File: src/rtl/fetch_ctrl_if.sv
// Bundle between the run controller and the fetch unit (PC + instruction ROM).
// master = fetch_ctrl side, slave = fetch unit side.
interface fetch_ctrl_if #(
  parameter int width  = 9,
  parameter int iwidth = 9
);
  logic              fu_start;
  logic [width-1:0]  fu_start_addr;
  logic              fu_branch;
  logic              fu_taken;
  logic [width-1:0]  fu_target;
  logic [width-1:0]  pc_in;
  logic [iwidth-1:0] instr_in;

  modport master (
    output fu_start, fu_start_addr, fu_branch, fu_taken, fu_target,
    input  pc_in, instr_in
  );

  modport slave (
    input  fu_start, fu_start_addr, fu_branch, fu_taken, fu_target,
    output pc_in, instr_in
  );
endinterface

File: src/rtl/fetch_ctrl.sv
// Run controller sequencing the fetch unit through launch, run and halt/timeout.
// Optional macro SINGLE_STEP_EN adds step_mode/step inputs for single stepping.
module fetch_ctrl #(
  parameter int                width      = 9,
  parameter int                iwidth     = 9,
  parameter logic [iwidth-1:0] HALT_INSTR = 9'h1FF,
  parameter int                CNT_W      = 16,
  parameter logic [CNT_W-1:0]  MAX_CYCLES = 16'hFFFF
) (
  input  logic             clk,
  input  logic             reset,
  fetch_ctrl_if.master     fu,
  input  logic             req,
  input  logic [width-1:0] prog_addr,
  input  logic             stall_in,
  input  logic             dp_branch,
  input  logic             dp_taken,
  input  logic [width-1:0] dp_target,
`ifdef SINGLE_STEP_EN
  input  logic             step_mode,
  input  logic             step,
`endif
  output logic             run_en,
  output logic             busy,
  output logic             done,
  output logic             timeout,
  output logic [CNT_W-1:0] cycle_cnt,
  output logic [CNT_W-1:0] instr_cnt
);

  typedef enum logic [1:0] {
    IDLE = 2'd0,
    LOAD = 2'd1,
    RUN  = 2'd2,
    DONE = 2'd3
  } state_e;

  state_e             state_q, state_d;
  logic [width-1:0]   addr_q, addr_d;
  logic [CNT_W-1:0]   cycleCnt_q, cycleCnt_d;
  logic [CNT_W-1:0]   instrCnt_q, instrCnt_d;
  logic               timeout_q, timeout_d;

  logic holdRun;
  logic countEn;
  logic isHalt;
  logic haltNow;

  // A step-mode cycle without a step behaves exactly like a datapath stall.
`ifdef SINGLE_STEP_EN
  assign holdRun = stall_in | (step_mode & ~step);
  assign countEn = ~step_mode | step;
`else
  assign holdRun = stall_in;
  assign countEn = 1'b1;
`endif

  assign isHalt  = (fu.instr_in == HALT_INSTR);
  assign haltNow = ~holdRun & isHalt;

  always_comb begin
    state_d          = state_q;
    addr_d           = addr_q;
    cycleCnt_d       = cycleCnt_q;
    instrCnt_d       = instrCnt_q;
    timeout_d        = timeout_q;
    fu.fu_start      = 1'b0;
    fu.fu_start_addr = addr_q;
    fu.fu_branch     = 1'b0;
    fu.fu_taken      = 1'b0;
    fu.fu_target     = '0;
    run_en           = 1'b0;
    busy             = 1'b0;
    done             = 1'b0;

    unique case (state_q)
      IDLE: begin
        fu.fu_start = 1'b1;
        if (req) begin
          addr_d  = prog_addr;
          state_d = LOAD;
        end
      end

      LOAD: begin
        fu.fu_start = 1'b1;
        busy        = 1'b1;
        cycleCnt_d  = '0;
        instrCnt_d  = '0;
        timeout_d   = 1'b0;
        state_d     = RUN;
      end

      RUN: begin
        busy   = 1'b1;
        run_en = ~holdRun & ~isHalt;
        // Freezing the PC is done with a taken branch back to the current PC.
        if (holdRun || isHalt) begin
          fu.fu_branch = 1'b1;
          fu.fu_taken  = 1'b1;
          fu.fu_target = fu.pc_in;
        end else begin
          fu.fu_branch = dp_branch;
          fu.fu_taken  = dp_taken;
          fu.fu_target = dp_target;
          instrCnt_d   = instrCnt_q + 1'b1;
        end
        if (countEn) begin
          cycleCnt_d = cycleCnt_q + 1'b1;
        end
        if (haltNow) begin
          state_d = DONE;
        end else if (countEn && (cycleCnt_q == MAX_CYCLES - 1'b1)) begin
          state_d   = DONE;
          timeout_d = 1'b1;
        end
      end

      DONE: begin
        done         = 1'b1;
        fu.fu_branch = 1'b1;
        fu.fu_taken  = 1'b1;
        fu.fu_target = fu.pc_in;
        if (req) begin
          addr_d  = prog_addr;
          state_d = LOAD;
        end
      end

      default: state_d = IDLE;
    endcase

    // While reset is held the fetch unit is pinned to a restart at address 0.
    if (reset) begin
      fu.fu_start      = 1'b1;
      fu.fu_start_addr = '0;
      fu.fu_branch     = 1'b0;
      fu.fu_taken      = 1'b0;
      fu.fu_target     = '0;
      run_en           = 1'b0;
      busy             = 1'b0;
      done             = 1'b0;
    end
  end

  always_ff @(posedge clk) begin
    if (reset) begin
      state_q    <= IDLE;
      addr_q     <= '0;
      cycleCnt_q <= '0;
      instrCnt_q <= '0;
      timeout_q  <= 1'b0;
    end else begin
      state_q    <= state_d;
      addr_q     <= addr_d;
      cycleCnt_q <= cycleCnt_d;
      instrCnt_q <= instrCnt_d;
      timeout_q  <= timeout_d;
    end
  end

  assign timeout   = timeout_q;
  assign cycle_cnt = cycleCnt_q;
  assign instr_cnt = instrCnt_q;

endmodule

File: src/flat_wrapper.sv
// flat-port wrapper written by rule: the top's interface ports become plain ports
module fetch_ctrl_flat 
#(
  parameter int                width      = 9,
  parameter int                iwidth     = 9,
  parameter logic [iwidth-1:0] HALT_INSTR = 9'h1FF,
  parameter int                CNT_W      = 16,
  parameter logic [CNT_W-1:0]  MAX_CYCLES = 16'hFFFF
)
  (clk, reset, req, prog_addr, stall_in, dp_branch, dp_taken, dp_target, run_en, busy, done, timeout, cycle_cnt, instr_cnt, fu_fu_start, fu_fu_start_addr, fu_fu_branch, fu_fu_taken, fu_fu_target, fu_pc_in, fu_instr_in);
  fetch_ctrl_if #(.width(width), .iwidth(iwidth)) fu_i ();
  input  logic clk;
  input  logic reset;
  input  logic req;
  input  logic [width-1:0] prog_addr;
  input  logic stall_in;
  input  logic dp_branch;
  input  logic dp_taken;
  input  logic [width-1:0] dp_target;
  output logic run_en;
  output logic busy;
  output logic done;
  output logic timeout;
  output logic [CNT_W-1:0] cycle_cnt;
  output logic [CNT_W-1:0] instr_cnt;
  output wire logic [$bits(fu_i.fu_start)-1:0] fu_fu_start;
  output wire logic [$bits(fu_i.fu_start_addr)-1:0] fu_fu_start_addr;
  output wire logic [$bits(fu_i.fu_branch)-1:0] fu_fu_branch;
  output wire logic [$bits(fu_i.fu_taken)-1:0] fu_fu_taken;
  output wire logic [$bits(fu_i.fu_target)-1:0] fu_fu_target;
  input wire logic [$bits(fu_i.pc_in)-1:0] fu_pc_in;
  input wire logic [$bits(fu_i.instr_in)-1:0] fu_instr_in;
  assign fu_fu_start = fu_i.fu_start;
  assign fu_fu_start_addr = fu_i.fu_start_addr;
  assign fu_fu_branch = fu_i.fu_branch;
  assign fu_fu_taken = fu_i.fu_taken;
  assign fu_fu_target = fu_i.fu_target;
  assign fu_i.pc_in = fu_pc_in;
  assign fu_i.instr_in = fu_instr_in;
  fetch_ctrl #(.width(width), .iwidth(iwidth), .HALT_INSTR(HALT_INSTR), .CNT_W(CNT_W), .MAX_CYCLES(MAX_CYCLES)) u_core (.clk(clk), .reset(reset), .fu(fu_i), .req(req), .prog_addr(prog_addr), .stall_in(stall_in), .dp_branch(dp_branch), .dp_taken(dp_taken), .dp_target(dp_target), .run_en(run_en), .busy(busy), .done(done), .timeout(timeout), .cycle_cnt(cycle_cnt), .instr_cnt(instr_cnt));
endmodule
File: config.mk
export PLATFORM = sky130hd
export DESIGN_NAME = fetch_ctrl_flat
export DESIGN_NICKNAME = d
export VERILOG_FILES = /design/src/rtl/fetch_ctrl_if.sv /design/src/rtl/fetch_ctrl.sv /design/src/flat_wrapper.sv
export SDC_FILE = /design/constraint.sdc
export NUM_CORES = 1
export LEC_CHECK = 0
export BUFFER_PORTS_ARGS = -buffer_cell sky130_fd_sc_hd__buf_4
export CORE_ASPECT_RATIO = 1.75
export CORE_MARGIN = 1.5
export CORE_UTILIZATION = 44
export DETAILED_ROUTE_END_ITERATION = 8
export GPL_TIMING_DRIVEN = 0
export MAX_ROUTING_LAYER = met4
export PLACE_DENSITY = 0.83
export SYNTH_ARGS = -nofsm -noshare
export SYNTH_HDL_FRONTEND = slang
export SYNTH_SLANG_ARGS = --single-unit
File: constraint.sdc
create_clock -name clk -period 2.3 [get_ports clk]
set_clock_uncertainty 0.15 [all_clocks]
set_input_delay 0 -clock clk [delete_from_list [all_inputs] [get_ports clk]]
set_output_delay 0 -clock clk [all_outputs]
set_load 0.05 [all_outputs]
* Word level (Yosys, flattened, before mapping)
Cells that the tools add are included.
Operators by class: add/sub/neg operators 2, equality and inequality tests 10, multiplexer cells 28, bitwise gates (word level) 4, reductions and logical operators 10
Operators by type and width (count):
- one-hot mux 16 bit (2 select lines) | 2
- adder 16 x 1 -> 16 bit, second input constant | 2
- 2-to-1 mux 9 bit | 3
- one-hot mux 9 bit (2 select lines) | 1
- equality test 16 bit, second input constant | 1
- 2-to-1 mux 16 bit | 1
- 2-to-1 mux 1 bit | 14
- equality test 9 bit, second input constant | 1
- 2-to-1 mux 2 bit | 3
- one-hot mux 1 bit (2 select lines) | 3
- one-hot mux 2 bit (3 select lines) | 1
- AND reduction 2 bit | 3
- OR reduction 2 bit | 3
- equality test 2 bit, second input constant | 2
- inequality test 2 x 1 -> 1 bit, second input constant | 2
- inequality test 2 bit, second input constant | 2
- inequality test 3 x 1 -> 1 bit, second input constant | 1
- AND reduction 3 bit | 1
- AND 1 bit | 2
- equality test 2 x 1 -> 1 bit, second input constant | 1
- logical NOT 2 bit | 1
- NOT 1 bit | 2
- nonzero test 2 bit | 1
- logical OR 1 bit | 1
Word-level totals: register bits after elaboration 44, bits of input ports 42, output and inout port bits 57, word-level logic and storage cells 59

* Depth between registers and ports, before layout
word-level depth 5, gate-level depth with buffers 7, depth with buffers taken out 6

* Least setup slack after synthesis
No wires, ideal clock.
path type register to output, from reg u_core.state_q[0], to out fu_fu_target[1], arrival 2.175 ns, data required time 2.150 ns, slack -0.025 ns, stages on the path, launching flop included 7, path buffers 1, cells stage by stage dfxtp_1 inv_1 ha_1 nand2b_1 nor2_1 clkbuf_1 a221o_1
Between the ends: cells in the longest elaborated chain, start to end 3, elaborated cells between the ends (all ways) 4, classes of those cells eq/ne (2); mux (2)
Ends and longest elaborated chain:
- start: declaration | line fetch_ctrl.sv:38 | state_e state_q, state_d;
- start signal: assignment | line fetch_ctrl.sv:154 | state_q <= state_d;
- equality test 2 bit | line fetch_ctrl.sv:76 | unique case (state_q)
- one-hot mux 9 bit (2 select lines) (*) | line fetch_ctrl.sv:76
- 2-to-1 mux 9 bit (*) | line fetch_ctrl.sv:134 | if (reset) begin
- end: declaration | line flat_wrapper.sv:30 | output wire logic [$bits(fu_i.fu_target)-1:0] fu_fu_target;
Every way passes the cells marked *; elsewhere a longest branch is shown, timed or not.

* Final worst setup path
from reg u_core.state_q[0], to out fu_fu_target[2]
The elaborated chain is that of the path after synthesis.

==> impl_metrics.env <==
export IMPL_cap_violations=0
export IMPL_hold_path_class="in2reg"
export IMPL_path_class="reg2out"
export IMPL_r2r_end="u_core.cycle_cnt[8]"
export IMPL_route_detailed_drc=0
export IMPL_hold_end="u_core.state_q[0]"
export IMPL_layout_common_cells="97 x buf_4, 43 x dfxtp_1, 35 x nand2_1"
export IMPL_syn_area_um2=2440
export IMPL_power_leakage_nw=1.49
export IMPL_fin_crit_ns=2.21
export IMPL_setup_viol_count_final=0
export IMPL_syn_inst=301
export IMPL_final_common_cell="buf_4"
export IMPL_crit_arrival_ns=2.06
export IMPL_avgSynthCellArea_um2=8.11
export IMPL_hp_start="fu_instr_in[3]"
export IMPL_route_detailed_wl_per_inst_um=14.6
export IMPL_async_flop_share=0
export IMPL_p_total_w=0.00263
export IMPL_ir_drop_v=0.000618
export IMPL_ys_ff_latch=44
export IMPL_antenna_found_initial=0
export IMPL_tightest_slew_ns=0.684
export IMPL_ys_flop_type="dfxtp_1"
export IMPL_grtUsageMet2=0.448
export IMPL_worstHoldPathCells=5
export IMPL_rsz0062_at_grt="true"
export IMPL_grt_overflow_total=0
export IMPL_busiest_layer="met2"
export IMPL_cp_startpoint="u_core.state_q[0]"
export IMPL_fin_tns_setup_ns=0
export IMPL_fp_dieArea_um2=6020
export IMPL_slew_viol_final=0
export IMPL_drt_pass1_iter_count=4
export IMPL_area_growth_pct=44.3
export IMPL_relSlewSlack=0.540
export IMPL_htree_levels=2
export IMPL_via_per_inst=5.55
export IMPL_pin_count=99
export IMPL_vias=2718
export IMPL_worst_setup_path_end_kind="output port"
export IMPL_grt_util_all_layers=0.253
export IMPL_fp_dieW_um=59.3
export IMPL_ys_seq_area_frac=0.361
export IMPL_synth_cell_types=48
export IMPL_worstReg2RegStart="u_core.state_q[1]"
export IMPL_grt_pass1_wl_mm=11.8
export IMPL_cts_tree="built"
export IMPL_drtAntennaViolNets=0
export IMPL_first_global_vias=2765
export IMPL_first_iter_violations=104
export IMPL_max_freq_ghz=0.452
export IMPL_cts_sinks=44
export IMPL_dpl_hpwl_mm=5.40
export IMPL_crit_required_ns=2.15
export IMPL_drive_gt1_frac=0.303
export IMPL_placed_cell_area_um2=3260
export IMPL_grtUsageMet1=0.257
export IMPL_cts_buffer_depth=2
export IMPL_grt_max_degree=15
export IMPL_clk_pin_slew_ns=0.09
export IMPL_diodes=0
export IMPL_start_util=0.461
export IMPL_p_per_area_nw_per_um2=746
export IMPL_hold_ws_ns=0.0493
export IMPL_rrSetupSlack_ns=0.12
export IMPL_groute_layer_met3_usage=0.0396
export IMPL_stdcell_area_um2=3520
export IMPL_nFillCells=449
export IMPL_core_area_um2=5300
export IMPL_hold_viol=0
export IMPL_r2r_cells=6
export IMPL_die_h_um=102
export IMPL_clock_latency_ns=0.29
export IMPL_io_buffers=97
export IMPL_drt_total_wl_mm=7.17
export IMPL_cts_root_buffer="clkbuf_8"
export IMPL_outcome="completed"
export IMPL_synth_edff_count=0
export IMPL_syn_nets=351
export IMPL_nets=465
export IMPL_cts_made_buffers=5
export IMPL_yosys_warnings=0
export IMPL_cp_max_fo=10
export IMPL_period_share=0.961
export IMPL_gp_congestion=0.887
export IMPL_start_kind="flip-flop"
export IMPL_num_rows=35
==> per-layer routing <==
layer  vias to the layer above  share of wire
li1                       1337              -
met2                       117           0.53
met1                      1248           0.38
met4                         0          0.025
met3                        16          0.067
met5                         -              0
==> critical path, stage by stage (launching register included) <==
cell and delay (ns):
dfxtp_2 0.37, inv_1 0.08, ha_2 0.25, nand2b_1 0.22, nor2_2 0.08, clkbuf_4 0.23
a221o_1 0.32, buf_4 0.20
==> how the worst max path moves through the flow <==
stage	depth (start not counted)	endpoint
after floorplan	4	u_core.cycle_cnt[11]
after global placement	6	u_core.cycle_cnt[5]
after detailed placement	7	u_core.cycle_cnt[12]
after CTS	7	fu_fu_target[2]
after global routing	7	u_core.cycle_cnt[14]
final	7	fu_fu_target[2]
==> sequential cells by signal, summed over array words and instances (netlist names) <==
register,count
u_core.cycle_cnt,16
u_core.instr_cnt,16
u_core.addr_q,9
u_core.state_q,2
u_core.timeout,1
==> area by class of cell <==
type / instances / area, µm² / area share
Tap cell: 74 / 92.6 / 0.0263
Buffer: 13 / 57.6 / 0.0163
Clock inverter: 2 / 38.8 / 0.0110
Sequential cell: 44 / 882 / 0.250
Multi-Input combinational cell: 229 / 1480 / 0.420
Timing Repair Buffer: 108 / 838 / 0.238
Clock buffer: 6 / 82.6 / 0.0234
Inverter: 14 / 52.6 / 0.0149
==> report_power, final <==
part	internal, W	switching [W]	leakage [nW]	total, W
registers	0.000831	0.0000553	0.357	0.000886
logic	0.000373	0.000744	1.07	0.00112
clock network	0.000355	0.000269	0.0614	0.000624
total	0.00156	0.00107	1.49	0.00263
==> kinds of logic (layout without fill, tap and decap cells) <==
group / count (synthesis) / after routing / share of synthesized area
and+or+nand+nor: 140 / 140 / 0.310
buffers and inverters: 28 / 143 / 0.0446
AOI/OAI and AO/OA: 69 / 69 / 0.200
adders and majority gates: 8 / 8 / 0.0410
xor gates and xnor gates: 10 / 10 / 0.0359
DFF: 44 / 44 / 0.361
muxes: 2 / 2 / 0.00820
==> Yosys cell counts, types with 9 or more instances <==
cell type  number  area share
nand2_1        35       0.054
a221o_1         9       0.037
nand4_1        11       0.028
inv_1          13       0.020
clkbuf_1       11       0.017
nor2b_1        14       0.036
o21ai_0         9       0.018
and3_1         11       0.028
nor2_1         19       0.029
a21oi_1        19       0.039
dfxtp_1        44        0.36
nand3_1        13       0.027
==> through the flow <==
step	setup slack [ns]	instances	util
after global routing	-0.0281	490	0.665
after floorplan	0.160	301	-
after CTS	0.0223	491	0.661
after global placement	0.00284	472	0.616
final	0.0889	490	0.665
after detailed placement	-0.0478	472	0.616
==> timing repair <==
action,4_1_cts,5_1_grt
gates resized for setup,4,7
setup buffers,0,0
setup endpoints to repair,19,23
hold endpoints to repair,12,0
hold buffers,11,0
No activity file was read; power rests on OpenSTA's default activity.
